File: src/rtl/mem_arbiter.sv
// Two-port memory arbiter: IFU and LSU share one memory port.
// One transaction outstanding; LSU favoured up to a bounded streak.
module mem_arbiter #(
   parameter int unsigned MAX_LSU_STREAK = 4
) (
   input  logic        i_clk,
   input  logic        i_rst,
   input  logic        i_ifu_req,
   input  logic [31:0] i_ifu_addr,
   output logic        o_ifu_gnt,
   output logic        o_ifu_rvalid,
   output logic [31:0] o_ifu_rdata,
   input  logic        i_lsu_req,
   input  logic        i_lsu_wen,
   input  logic [31:0] i_lsu_addr,
   input  logic [31:0] i_lsu_wdata,
   input  logic [3:0]  i_lsu_wmask,
   output logic        o_lsu_gnt,
   output logic        o_lsu_rvalid,
   output logic [31:0] o_lsu_rdata,
   output logic        o_mem_req,
   output logic        o_mem_wen,
   output logic [31:0] o_mem_addr,
   output logic [31:0] o_mem_wdata,
   output logic [3:0]  o_mem_wmask,
   input  logic        i_mem_gnt,
   input  logic        i_mem_rvalid,
   input  logic [31:0] i_mem_rdata,
   output logic        o_busy,
   output logic        o_err
);

   typedef enum logic [1:0] {
      IDLE,
      REQ,
      RESP
   } state_t;

   state_t      state;
   logic        owner_lsu;
   logic [3:0]  streak;
   logic        err;
   logic        sel_lsu;
   logic        in_req;
   logic        in_resp;

   localparam logic [3:0] STREAK_MAX = 4'(MAX_LSU_STREAK);

   // LSU wins a tie unless it has already starved the IFU long enough
   assign sel_lsu = i_lsu_req &
                    (~i_ifu_req | (streak != STREAK_MAX));

   // State, owner, starvation streak and sticky protocol error
   always_ff @(posedge i_clk) begin
      if (i_rst) begin
         state     <= IDLE;
         owner_lsu <= 1'b0;
         streak    <= 4'd0;
         err       <= 1'b0;
      end else begin
         if (i_mem_rvalid && state != RESP)
            err <= 1'b1;
         case (state)
            IDLE: begin
               if (i_ifu_req | i_lsu_req) begin
                  owner_lsu <= sel_lsu;
                  state     <= REQ;
                  if (!sel_lsu)
                     streak <= 4'd0;
                  else if (i_ifu_req && streak != 4'hF)
                     streak <= streak + 4'd1;
               end
            end
            REQ: begin
               if (i_mem_gnt)
                  state <= RESP;
            end
            RESP: begin
               if (i_mem_rvalid)
                  state <= IDLE;
            end
            default: state <= IDLE;
         endcase
      end
   end

   assign in_req  = (state == REQ);
   assign in_resp = (state == RESP);

   // Memory port follows the latched owner's live inputs
   assign o_mem_req   = in_req;
   assign o_mem_addr  = owner_lsu ? i_lsu_addr : i_ifu_addr;
   assign o_mem_wen   = owner_lsu & i_lsu_wen;
   assign o_mem_wdata = owner_lsu ? i_lsu_wdata : 32'd0;
   assign o_mem_wmask = owner_lsu ? i_lsu_wmask : 4'd0;

   assign o_ifu_gnt    = in_req & ~owner_lsu & i_mem_gnt;
   assign o_lsu_gnt    = in_req & owner_lsu & i_mem_gnt;
   assign o_ifu_rvalid = in_resp & ~owner_lsu & i_mem_rvalid;
   assign o_lsu_rvalid = in_resp & owner_lsu & i_mem_rvalid;

   assign o_ifu_rdata = i_mem_rdata;
   assign o_lsu_rdata = i_mem_rdata;

   assign o_busy = (state != IDLE);
   assign o_err  = err;

endmodule

File: config.mk
export PLATFORM = sky130hd
export DESIGN_NAME = mem_arbiter
export DESIGN_NICKNAME = d
export VERILOG_FILES = /design/src/rtl/mem_arbiter.sv
export SDC_FILE = /design/constraint.sdc
export NUM_CORES = 1
export LEC_CHECK = 0
export CORE_AREA = 2 2 108 110
export DETAILED_ROUTE_END_ITERATION = 8
export DIE_AREA = 0 0 110 112
export PLACE_DENSITY_LB_ADDON = 0.08
export SLEW_MARGIN = 20
export SYNTH_ARGS = -nofsm -noshare
export SYNTH_HDL_FRONTEND = slang
export SYNTH_SLANG_ARGS = --single-unit
File: constraint.sdc
create_clock -name i_clk -period 2 [get_ports i_clk]
set_input_delay 0.5 -clock i_clk [delete_from_list [all_inputs] [get_ports i_clk]]
set_output_delay 0.5 -clock i_clk [all_outputs]
set_load 0.05 [all_outputs]
After elaboration in Yosys (flattened, before gate mapping)
Cells that the tools add are included.
Word-level totals
  flip-flop bits (word level): 8
  input bits: 139
  output and inout bits: 140
  logic and storage cells: 44
Cells by class
  add/subtract/negate cells: 1
  equal/unequal tests: 9
  multiplexer cells: 9
  bitwise operators: 14
  reduce and logical (&&, ||, !) cells: 7
Operator list (number)
  $mux W32: 2
  $mux W4: 3
  $and A1 B1 Y1: 10
  $ne A2 B2 Y1 const B: 4
  $mux W2: 3
  $pmux W2 S3: 1
  $reduce_and A3 Y1: 2
  $add A4 B1 Y4 const B: 1
  $ne A4 B3 Y1 const B: 1
  $ne A4 B4 Y1 const B: 1
  $eq A2 B1 Y1 const B: 1
  $eq A2 B2 Y1 const B: 1
  $logic_and A1 B1 Y1: 2
  $logic_not A2 Y1: 1
  $ne A2 B1 Y1 const B: 1
  $not A1 Y1: 2
  $or A1 B1 Y1: 2
  $reduce_and A2 Y1: 1
  $reduce_bool A2 Y1: 1

Depth between registers and ports, before layout
  depth in word-level cells: 5
  depth in mapped cells: 6
  depth with buffers taken out: 6

Least setup slack after synthesis
No wires, ideal clock.
  path kind: flip-flop to output port
  from: register state[0]
  to: output port o_ifu_gnt
  arrival time: 2.017 ns
  data required time: 1.500 ns
  slack: -0.517 ns
  stages on the path, launching flop included: 4
  buffers on the path: 0
  cell sequence: dfxtp_1 nor2b_1 nand2_1 nor2_1
Between the ends
  cells in the longest elaborated chain, start to end: 3
RTL lines
  start, declared: line 39  | state_t state;
  start signal, assigned: line 56  | state <= IDLE;
  start signal, assigned: line 67  | state <= REQ;
  start signal, assigned: line 76  | state <= RESP;
  $eq A2 B1 Y1: line 87  | assign in_req = (state == REQ);
  named net o_mem_req: line 21  | output logic o_mem_req,
  $and A1 B1 Y1 (2 in a row): line 97  | assign o_ifu_gnt = in_req & ~owner_lsu & i_mem_gnt;
  end, declared: line 10  | output logic o_ifu_gnt,
The timed path passes the listed nets, and every way through them passes these cells.

Worst setup path in the final report
  from: register owner_lsu
  to: output port o_mem_addr[17]
Between the ends
  cells in the longest elaborated chain, start to end: 1
RTL lines
  start, declared: line 40  | logic owner_lsu;
  start signal, assigned: line 66  | owner_lsu <= sel_lsu;
  $mux W32: line 92  | assign o_mem_addr = owner_lsu ? i_lsu_addr : i_ifu_addr;
  end, declared: line 23  | output logic [31:0] o_mem_addr,
No other way between the ends.

==> flow_metrics.tcl <==
set metrics [dict create \
    cts_tree "built" \
    startpoint_type "flop" \
    tightestPinTransition_ps 404.5 \
    die_area_um2 12320 \
    finalHoldViolCount 0 \
    intPower_mw 1.047 \
    first_pass_iters 4 \
    max_freq_ghz 0.5274 \
    holdBufCountCts 0 \
    cts_made_buffers 3 \
    antenna_found_initial 0 \
    crit_arrival_ps 1400 \
    dp.cells 455 \
    p_sw_uw 692.5 \
    outcome "complete, no violations" \
    clockRootBuffer "clkbuf_16" \
    layout_commonest_cell "clkdlybuf4s50_1" \
    drc 0 \
    grt_pass1_wl_um 10730 \
    final-max-slew-violation-count 0 \
    vdd_drop_max_v 0.0002792 \
    min_period_ps 1896 \
    rsz0062_at_grt "false" \
    cts_setup_buffers 0 \
    busiest_layer "met2" \
    insertion_delay_ps 230 \
    async_reset_ff_share_pct 0 \
    synth_cell_types 28 \
    synth_seq_cells 8 \
    gr-usage-met2_pct 23.07 \
    avgViaCountPerCell 3.668 \
    syn_inst 198 \
    worstPathMaxFanout 16 \
    num_antenna_cells 0 \
    path_clk_slew_ps 40 \
    h-tree-depth 1 \
    timing.final.crit_share_pct 94.81 \
    start_util_pct 13.92 \
    p_per_area_nw_per_um2 467.0 \
    wire_per_inst_um 16.37 \
    numPortBuffers 182 \
    cts_buffer_depth 2 \
    layout-drive-gt1-share_pct 39.05 \
    cts.sinks 8 \
    die_h_um 112 \
    area_growth_pct 139.5 \
    gp_congestion 0.7040 \
    synth_top_flop_cell "dfxtp_1" \
    grt_max_degree 44 \
    vias 1680 \
    yosys.area.top_type "buf_4" \
    finalNonFillerCells 458 \
    p_seq_share_pct 10.3 \
    final_util_pct 33.33 \
    setup_viol 0 \
    grtUsageMet1_pct 10.46 \
    synth_edf_count 0 \
    maxSlewHeadroom_pct 72.75 \
    p_comb_share_pct 70.6 \
    rows 39 \
    cp.required_ps 1500 \
    wl_um 7498 \
    grt_use_met3_pct 4.859 \
    grt_pass1_vias 1780 \
    track_usage_pct 11.51 \
    drt_iter0_drc 67 \
    syn_area_um2 1555 \
    ys_warn_count 0 \
    synth_top_area_share_pct 30.89 \
    power_frac_clock_pct 19.2 \
    worstSetupEndpointType "output port" \
    tns_ps 0 \
    dpl.hpwl_um 6446 \
    layout_common_cells "clkdlybuf4s50_1 (105), buf_12 (60), and2_1 (37), mux2_2 (32), buf_4 (21)" \
    worstHoldPathType "flop to flop" \
    syn_avg_cell_area_um2 7.855 \
    die_w_um 110 \
    grt.overflow.total 0 \
    seq_area_frac_synth_pct 10.30 \
    syn_nets 339 \
    swShare_pct 39.81 \
    layout.nets 458 \
    r2r_slack_ps 600 \
    pin_count 279 \
    drv_cap 0 \
    fin_skew_ps 2.664 \
    power.leakage_nw 1.486 \
    critPathKind "flop to output port" \
    fp.coreArea_um2 11170 \
    drtAntennaViolNets 0 \
    ys_top_cells_by_area "buf_4 (31%), mux2_2 (23%), and2_1 (15%)" \
]
sequential cells by signal, summed over array words and instances (netlist names):
name	count
streak	4
state	2
o_err	1
owner_lsu	1
through the flow:
step	total power [mW]	setup slack (ps)	area (um2)	hold WS [ps]
3_5_place_dp	1.421	-11.22	3645	468.8
3_3_place_gp	1.420	4.582	3645	468.6
2_1_floorplan	1.099	140.9	1565	502.5
6_report	1.739	103.8	3725	477.2
5_1_grt	1.810	43.91	3725	516.0
4_1_cts	1.767	36.16	3722	476.9
power by group through the flow:
stage,logic (mW),registers [mW],clock network [mW]
after floorplan,0.915,0.183,0
after global placement,1.24,0.181,0
after detailed placement,1.24,0.181,0
after CTS,1.24,0.179,0.343
after global routing,1.28,0.181,0.349
final,1.23,0.179,0.333
synthesized netlist by cell type, drive strengths merged, types with 2 or more instances:
cell,count
a21oi,2
a31oi,2
and2,37
and3,2
buf,68
clkbuf,5
dfxtp,8
ha,2
inv,4
mux2,32
nand2,7
nand2b,2
nand3,4
nor2,9
nor2b,3
o21ai,2
routing by layer:
| metal | wire length [um] | share of wire, % |
|---|---|---|
| met3 | 1003 | 13 |
| met2 | 4190 | 56 |
| met1 | 2219 | 30 |
| met4 | 84 | 1.1 |
| met5 | 0 | 0 |
worst max-delay path, cell delays in order, from the launching register on:
cell and delay [ps]:
dfxtp_2 350, buf_4 260, mux2_2 370, buf_4 190
path summary, 6_finish.rpt:
kind / startpoint / endpoint / cells past startpoint
worst min register to register: o_err / o_err / 2
worst min-delay path: o_err / o_err / 2
worst max-delay path: owner_lsu / o_mem_addr[17] / 3
worst max register to register: streak[1] / streak[3] / 5
area by class of cell:
class                           count  area, um2
Tap cell                          143      178.9
Clock buffer                        3      75.07
Sequential cell                     8      161.4
Inverter                            4      15.01
Fill cell                        1172       7450
Multi-Input combinational cell    113      872.1
Timing Repair Buffer              187       2422
cells by family after synthesis:
| kind of cell | count (synthesis) | share of synthesized area (%) |
|---|---|---|
| flip-flops | 8 | 10.30 |
| buffers and inverters | 77 | 34.43 |
| AO/OA/AOI/OAI | 10 | 4.586 |
| AND/OR/NAND/NOR | 68 | 25.26 |
| adder cells (fa/ha/maj) | 2 | 1.609 |
| multiplexers | 33 | 23.81 |
repair_timing:
action	CTS	global route
resized for setup	1	1
endpoints found under the setup margin	1	1
pin swaps	0	0
No activity file was read; power rests on OpenSTA's default activity.
